===== src/rtl/vga_write_arbiter.sv =====
// vga_write_arbiter: single write port into the VGA text buffer, shared by
// three round-robin requesters and a full-screen clear engine.
//
// Ports:
//   clk        rising-edge clock
//   rst        synchronous active-low reset
//   clr_start  one-cycle request to fill the screen with CLEAR_DATA
//   req        per-requester write request (bit i = requester i)
//   req_addr   packed 12-bit cell addresses, requester i at [12i+11:12i]
//   req_data   packed 16-bit cell words, requester i at [16i+15:16i]
//   gnt        combinational one-hot grant (accepts addr/data this cycle)
//   clr_busy   high while the clear engine owns the port
//   drop_cnt   saturating count of granted writes with out-of-range address
//   vga_addr, vga_we, vga_data  registered text-buffer write port
module vga_write_arbiter #(
  parameter int          SCREEN_CELLS = 2400,
  parameter logic [15:0] CLEAR_DATA   = 16'h0e00
) (
  input  logic        clk,
  input  logic        rst,
  input  logic        clr_start,
  input  logic [2:0]  req,
  input  logic [35:0] req_addr,
  input  logic [47:0] req_data,
  output logic [2:0]  gnt,
  output logic        clr_busy,
  output logic [7:0]  drop_cnt,
  output logic [11:0] vga_addr,
  output logic        vga_we,
  output logic [15:0] vga_data
);

  localparam int          NUM_REQ   = 3;
  localparam logic [12:0] CELLS     = 13'(SCREEN_CELLS);
  localparam logic [11:0] LAST_CELL = 12'(SCREEN_CELLS - 1);

  typedef enum logic {IDLE, CLEAR} state_t;

  state_t state, state_nxt;
  logic [11:0] cnt;
  logic [1:0]  rr_ptr;
  logic [1:0]  sel;
  logic        found;
  logic        grant_ok;
  logic        in_range;
  int          idx;

  logic [NUM_REQ-1:0][11:0] addr_arr;
  logic [NUM_REQ-1:0][15:0] data_arr;

  for (genvar i = 0; i < NUM_REQ; i++) begin : g_unpack
    assign addr_arr[i] = req_addr[12*i +: 12];
    assign data_arr[i] = req_data[16*i +: 16];
  end

  // Round-robin search starting one past the last granted requester.
  always_comb begin
    sel   = '0;
    found = 1'b0;
    idx   = 0;
    for (int k = 1; k <= NUM_REQ; k++) begin
      idx = (int'(rr_ptr) + k) % NUM_REQ;
      if (!found && req[idx]) begin
        found = 1'b1;
        sel   = 2'(idx);
      end
    end
  end

  // clr_start wins over requests in IDLE; nothing is granted during CLEAR.
  assign grant_ok = rst && (state == IDLE) && !clr_start && found;
  assign in_range = ({1'b0, addr_arr[sel]} < CELLS);

  // FSM: state register
  always_ff @(posedge clk) begin
    if (!rst) state <= IDLE;
    else      state <= state_nxt;
  end

  // FSM: next state
  always_comb begin
    state_nxt = state;
    case (state)
      IDLE:    if (clr_start)         state_nxt = CLEAR;
      CLEAR:   if (cnt == LAST_CELL)  state_nxt = IDLE;
      default:                        state_nxt = IDLE;
    endcase
  end

  // FSM: outputs (gated by reset so nothing leaks while rst is low)
  always_comb begin
    gnt      = grant_ok ? (3'b001 << sel) : 3'b000;
    clr_busy = rst && (state == CLEAR);
  end

  // Write port, clear counter, round-robin pointer and drop counter.
  always_ff @(posedge clk) begin
    if (!rst) begin
      vga_we   <= 1'b0;
      vga_addr <= '0;
      vga_data <= '0;
      drop_cnt <= '0;
      rr_ptr   <= 2'd2;
      cnt      <= '0;
    end else begin
      vga_we <= 1'b0;
      if (state == CLEAR) begin
        vga_addr <= cnt;
        vga_data <= CLEAR_DATA;
        vga_we   <= 1'b1;
        // Park at 0 on the last cell instead of running past the screen.
        cnt      <= (cnt == LAST_CELL) ? 12'd0 : cnt + 12'd1;
      end else if (clr_start) begin
        cnt <= '0;
      end else if (grant_ok) begin
        rr_ptr <= sel;
        if (in_range) begin
          vga_addr <= addr_arr[sel];
          vga_data <= data_arr[sel];
          vga_we   <= 1'b1;
        end else if (drop_cnt != 8'hff) begin
          // Dropped write keeps the port's last address/data untouched.
          drop_cnt <= drop_cnt + 8'd1;
        end
      end
    end
  end

endmodule


===== config.mk =====
export PLATFORM = sky130hd
export DESIGN_NAME = vga_write_arbiter
export DESIGN_NICKNAME = d
export VERILOG_FILES = /design/src/rtl/vga_write_arbiter.sv
export SDC_FILE = /design/constraint.sdc
export NUM_CORES = 1
export LEC_CHECK = 0
export CORE_ASPECT_RATIO = 1.2
export CORE_MARGIN = 8
export CORE_UTILIZATION = 29
export CTS_CLUSTER_SIZE = 12
export DETAILED_ROUTE_END_ITERATION = 10
export PLACE_DENSITY = 0.63
export SKIP_CTS_REPAIR_TIMING = 1
export SLEW_MARGIN = 20
export SYNTH_ARGS = -nofsm -noshare
export SYNTH_HDL_FRONTEND = slang
export SYNTH_SLANG_ARGS = --single-unit

===== constraint.sdc =====
create_clock -name clk -period 7.35 [get_ports clk]
set_input_delay 1.1025 -clock clk [delete_from_list [all_inputs] [get_ports clk]]
set_output_delay 1.1025 -clock clk [all_outputs]
set_load 0.005 [all_outputs]

==> metrics.txt, run 1 <==
wire length per cell=17.6 um; Synth Flop Type=dfxtp_1; Worst Path Required=7560 ps; io pins=131; Clock Skew=3.19 ps; adder-cell share of the synthesized area=2.24%; f_max=0.202 GHz; first drt pass iteration count=5; RSZ-0062 raised after global routing=false; complex-gate fraction of the synthesized area=31.1%; Synth Instances=448; # diodes=0; Reg clk slew, reported paths=70 ps; total of max-cap violations=0; DR iter-0 viols=285; flops & latches, synth=52; Die H=134 um; vias in the first global route=3714; Worst slew margin=29.7%; P_leak=0.00177 uW; crit-path cells=clkdlybuf4s50_1 > and3b_1 > o21bai_4 > o21ai_1 > nand2_1 > mux2i_1 > o221a_2 > o21a_1 > o21ai_0 > a211oi_1; Hold Path Class=flop to flop; syn_area_per_cell=7.47 um^2; Hold Violations, Final=0; crit path max-delay cell type=o21a_1; # DRC=0; setup violators final=0; Tcrit/Tclk final=67.2%; sequential share of the synthesized area=31.1%; top cells by area, synth=dfxtp_1, nand2_1, o21ai_0, nor2_1, o211ai_1; status=completed; Worst setup SP type=input port; core area=0.0114 mm^2; post-synth cell types=65; Critical Path End Type=flop; final net count=651; initial antenna violation count=0; Synth Area in XOR/XNOR=0.523%; Post-synth EDFFs=0; RePlAce Congestion=0.849; Cell Pwr Density=190 mW/mm^2; CTS tree=built; delay-heaviest family, CP=compound AO/OA/AOI/OAI gates; port buffer count=130; worst slew pin tran=1050 ps; FFs w/ async S/R, synth=0%; largest family of logic cells by synthesized area=compound AO/OA/AOI/OAI gates; post-synthesis mux area share=3.44%; synthesis-to-layout area growth=46.4%; Crit Path Category=input port to flop; setup TNS=0 ps; worst skew pair latency=290 ps; row count=43; CTS sink cnt=52; Max FO, Critical Path=28; routed wire length=12600 um; Final min period=4940 ps; Cell Area, Synth=0.00335 mm^2; Post-DP HPWL=9630 um; Bufs on Longest Clock Path=2; pin count of the biggest net entering global routing=49; Slew Limit Fails=0; syn_nets=544; CTS H-Tree Depth=2; CTS buffer count=5; remaining antenna violation count=0; Ys Warns=0; die area=0.0153 mm^2; total congestion overflow=0; worst vdd ir=0.000124 V; CP bufs+invs=1; Util after Layout=43.0%; layout cells sized above 1=5.04%; CP peak stage delay=750 ps; die width=114 um; root buffer cell=clkbuf_16; critical path arrival=5140 ps; Starting Density=29.4%; post-synth top area share=31.1%; fraction of the mapped netlist area in simple logic gates=24.7%; first-pass GRT wire length=19700 um; Tot GR Track Use=16.0%; detailed-route vias per instance=5.33; vias=3801; post-synth top area cell=dfxtp_1
## through the flow
stage	instance area [um^2]	hold WS, ps	worst slack [ps]	cells	power [uW]
floorplan	3350	457	3620	448	522
global placement	4720	462	2320	705	649
detailed placement	4720	466	2120	705	655
CTS	4900	479	2410	713	936
global route	4900	494	1970	713	980
finish	4900	476	2410	713	933
## cells by family after synthesis
kind of cell,after synthesis
simple gates,171
compound gates,156
flops,52
buf+inv,50
mux,11
fa+ha+maj,6
xor+xnor,2
## cells in the final DEF (no fill, tap or decap), drive strengths merged, types with 2 or more instances in the layout
cell type      count
o31ai              3
a22oi              4
dfxtp             52
a31oi             16
xor2               2
nand3             17
mux2i              7
nor3b              2
nand3b             8
o311a              3
mux2               4
nor3               4
o221a              2
or3                3
o2111ai            2
ha                 6
buf                4
o22ai              2
nor4               3
a211oi             3
o311ai             2
nand2b             6
or4                2
and3              11
nand2             59
a311oi             4
clkbuf             7
inv               16
a2111oi            2
o21ai             48
a221oi             5
nor2              48
a21oi             27
o211ai            20
or2                3
o21a               5
clkdlybuf4s50    130
## path summary, 6_finish.rpt
check | endpoint | slack, ps | start | cells past startpoint
min reg2reg | vga_addr[1] | 480 | vga_addr[1] | 2
max reg2reg | vga_addr[2] | 2900 | rr_ptr[0] | 11
min | vga_addr[1] | 480 | vga_addr[1] | 2
max | vga_addr[2] | 2410 | req[2] | 10
## cells in the mapped netlist (4+ instances only)
cell type / count
buf_2: 6
o211ai_1: 20
ha_1: 6
buf_6: 4
and3_1: 11
nand3_1: 17
nor2_1: 46
o21ai_0: 44
a221oi_1: 5
nand2_1: 59
clkbuf_1: 20
inv_1: 16
nand3b_1: 8
a21oi_1: 26
a31oi_1: 16
a311oi_1: 4
nand2b_1: 6
dfxtp_1: 52
mux2i_1: 7
## sequential cells by signal (all words and copies together) (netlist names)
signal and flops:
rr_ptr 2, vga_we 1, vga_addr 12, drop_cnt 8
vga_data 16, state 1, cnt 12
## worst register-to-register path, stage by stage (launching register included)
cell	delay [ps]
dfxtp_1	360
inv_1	90
ha_1	400
and3b_1	450
o21bai_4	220
o21ai_1	140
nand2_1	690
mux2i_1	300
o221a_2	250
o21a_1	750
o21ai_0	420
a211oi_1	290
## per-layer routing
metal	vias to the layer above	global-route usage, %	wire length (um)
li1	1847	-	-
met1	1805	20.3	5320
met2	138	26.9	6150
met3	11	3.76	928
met4	0	3.48	177
met5	-	0	0
## cell type report
| class | count | area (um^2) |
|---|---|---|
| clock buffer | 7 | 153 |
| clock inverter | 1 | 30.0 |
| fill | 1152 | 6500 |
| inverter | 16 | 60.1 |
| multi-input combinational | 346 | 2090 |
| sequential | 52 | 1040 |
| tap | 157 | 196 |
| timing repair buffer | 134 | 1330 |
## where the power goes
part	internal (uW)	leakage [uW]	switching (uW)
sequential	300	0.000423	16.8
clock	179	0.0000901	103
combinational	147	0.00126	187
total	626	0.00177	306
Note: power is estimated with default switching activity, not from simulation.
==> run 2, diff against run 1 <==
Settings changed: PLACE_DENSITY 0.63 to 0.65.
Clock period 7.35 ns to 4.2 ns, I/O delays scaled along.
==> run 2 against run 1 <==
  * Combinational power grew 84%
  * Die area is the same
  * Wire length grew 1.6%
  * Sequential cell count is the same
  * First-iteration DRC count shrank 14%
  * Utilization grew 0.43 points
  * Final cell count grew 1.3%
  * Final area grew 1.0%
  * Clock power grew 65%
  * Power grew 74%
  * Global-route usage grew 0.13 points
  * Register-to-register slack lost 2600 ps
  * Critical endpoint is now vga_data[9]
==> metrics.txt, run 2 (synthesized netlist as in run 1, its figures left out) <==
total congestion overflow=0 (unchanged); Critical Path End Type=flop (unchanged); vias=3809 (was 3801); Die H=134 um (unchanged); Crit Path Category=input port to flop (unchanged); Worst slew margin=42.2% (was 29.7%); remaining antenna violation count=0 (unchanged); Tcrit/Tclk final=93.0%; die width=114 um (unchanged); most common cell after layout, fill and taps aside=clkdlybuf4s50_1 (unchanged); Starting Density=29.4% (unchanged); row count=43 (unchanged); crit path max-delay cell type=o21ai_2 (was o21a_1); crit-path cells=clkdlybuf4s50_1 > or2b_1 > mux2_2 > a21oi_2 > or2_1 > a221oi_1 > o211a_1 > o21ai_2 > nor2_1 > o311a_1 (was clkdlybuf4s50_1 > and3b_1 > o21bai_4 > o21ai_1 > nand2_1 > mux2i_1 > o221a_2 > o21a_1 > o21ai_0 > a211oi_1); port buffer count=130 (unchanged); setup violators final=0 (unchanged); combinational share of power=37.8% (was 35.8%); critical path arrival=4080 ps (was 5140 ps); # DRC=0 (unchanged); net switching power=545 uW (was 306 uW); Worst setup SP type=input port (unchanged); Clock power frac=28.6% (was 30.3%); layout cells sized above 1=6.37% (was 5.04%); pin count of the biggest net entering global routing=36 (was 49); f_max=0.256 GHz; P_leak=0.00181 uW (was 0.00177 uW); wire length per cell=17.7 um (was 17.6 um); max reg flops=16 (unchanged); final net count=660 (was 651); worst vdd ir=0.000155 V (was 0.000124 V); status=completed (unchanged); Slew Limit Fails=0 (unchanged); Clock Skew=4.59 ps (was 3.19 ps); first drt pass iteration count=7 (was 5); Cell Pwr Density=328 mW/mm^2 (was 190 mW/mm^2); initial antenna violation count=0 (unchanged); CTS H-Tree Depth=2 (unchanged); delay-heaviest family, CP=compound AO/OA/AOI/OAI gates (unchanged); CTS tree=built (unchanged); core area=0.0114 mm^2 (unchanged); Biggest register=vga_data (unchanged); total of max-cap violations=0 (unchanged); CTS buffer count=5 (unchanged); Max FO, Critical Path=24 (was 28); DP Area=0.00479 mm^2 (was 0.00472 mm^2); Worst Path Required=4380 ps (was 7560 ps); RSZ-0062 raised after global routing=false (unchanged); first-pass GRT wire length=19900 um (was 19700 um); Final min period=3900 ps; worst slew pin tran=867 ps (was 1050 ps); Hold Violations, Final=0 (unchanged); setup TNS=0 ps (unchanged); die area=0.0153 mm^2 (unchanged); RePlAce Congestion=0.865 (was 0.849); synthesis-to-layout area growth=47.8% (was 46.4%); routed wire length=12800 um (was 12600 um); most frequent cells in the layout=clkdlybuf4s50_1, nand2_1, dfxtp_1, nor2_1, o21ai_0 (unchanged); CP peak stage delay=680 ps (was 750 ps); Post-DP HPWL=9850 um (was 9630 um); DR iter-0 viols=245 (was 285); Bufs on Longest Clock Path=2 (unchanged); Final Cell Area=0.00495 mm^2 (was 0.00490 mm^2); Reg clk slew, reported paths=70 ps (about the same); P_int=1080 uW (was 626 uW); worst skew pair latency=290 ps (about the same); # diodes=0 (unchanged); Hold Path Class=flop to flop (unchanged); largest registers=vga_data (16), cnt (12), vga_addr (12) (unchanged); CP bufs+invs=1 (unchanged); count of filler cells inserted in the layout=1157 (was 1152); detailed-route vias per instance=5.28 (was 5.33); root buffer cell=clkbuf_16 (unchanged); io pins=131 (unchanged); Tot GR Track Use=16.2% (was 16.0%); CTS sink cnt=52 (unchanged); Worst R2R Setup Slack=350 ps (was 2900 ps); Reg power frac=33.6% (was 33.9%); switch share=33.5% (was 32.9%); vias in the first global route=3688 (was 3714)
-- run 2: cell count changes in the layout (fill, tap and decap cells not counted), sizes merged --
cell	previous run	this run
buf	4	13
clkinv	0	1
clkbuf	7	6
-- run 2: path summary, 6_finish.rpt --
path                    start          end  cells past startpoint
setup / recovery       req[2]  vga_data[9]                     10
hold / removal    vga_addr[3]  vga_addr[3]                      2
setup reg to reg    rr_ptr[0]  vga_data[9]                     11
hold reg to reg   vga_addr[3]  vga_addr[3]                      2
-- run 2: layout make-up --
class	instances	area [um^2]	area share, %
tap	157	196	3.97
clock inverter	2	35.0	0.708
multi-input combinational	346	2090	42.2
timing repair buffer	143	1400	28.3
inverter	16	60.1	1.21
sequential	52	1040	21.0
clock buffer	6	129	2.60
-- run 2: layer usage --
metal | global-route usage, % | vias to the layer above | share of wire, %
li1 | - | 1873 | -
met3 | 3.26 | 13 | 6.3
met5 | 0 | - | 0
met4 | 4.60 | 0 | 1.7
met1 | 20.0 | 1794 | 42
met2 | 27.5 | 129 | 50
-- run 2: power by group through the flow --
stage          combinational (uW)  clock (uW)  sequential (uW)
4_1_cts                       615         471              547
2_1_floorplan                 359           0              554
5_1_grt                       672         492              550
3_5_place_dp                  611           0              557
3_3_place_gp                  603           0              557
6_report                      614         465              547
-- run 2: worst reg2reg max path, delay by kind of cell, from the launching register on --
| family | cells | cell delay (ps) |
|---|---|---|
| DFF | 1 | 360 |
| muxes | 1 | 420 |
| buffers and inverters | 1 | 80 |
| AOI/OAI and AO/OA | 6 | 1850 |
| adders and majority gates | 1 | 420 |
| and+or+nand+nor | 2 | 610 |
-- run 2: stage by stage --
stage / hold slack, ps / total power, uW / util [%] / instances / setup WS [ps]
after floorplan: 457 / 913 / - / 448 / 1070
after global placement: 455 / 1160 / 42.0 / 714 / 145
after detailed placement: 466 / 1170 / 42.0 / 714 / 15.5
after CTS: 478 / 1630 / 43.4 / 722 / 304
after global routing: 493 / 1710 / 43.4 / 722 / 14.1
final: 476 / 1630 / 43.4 / 722 / 295
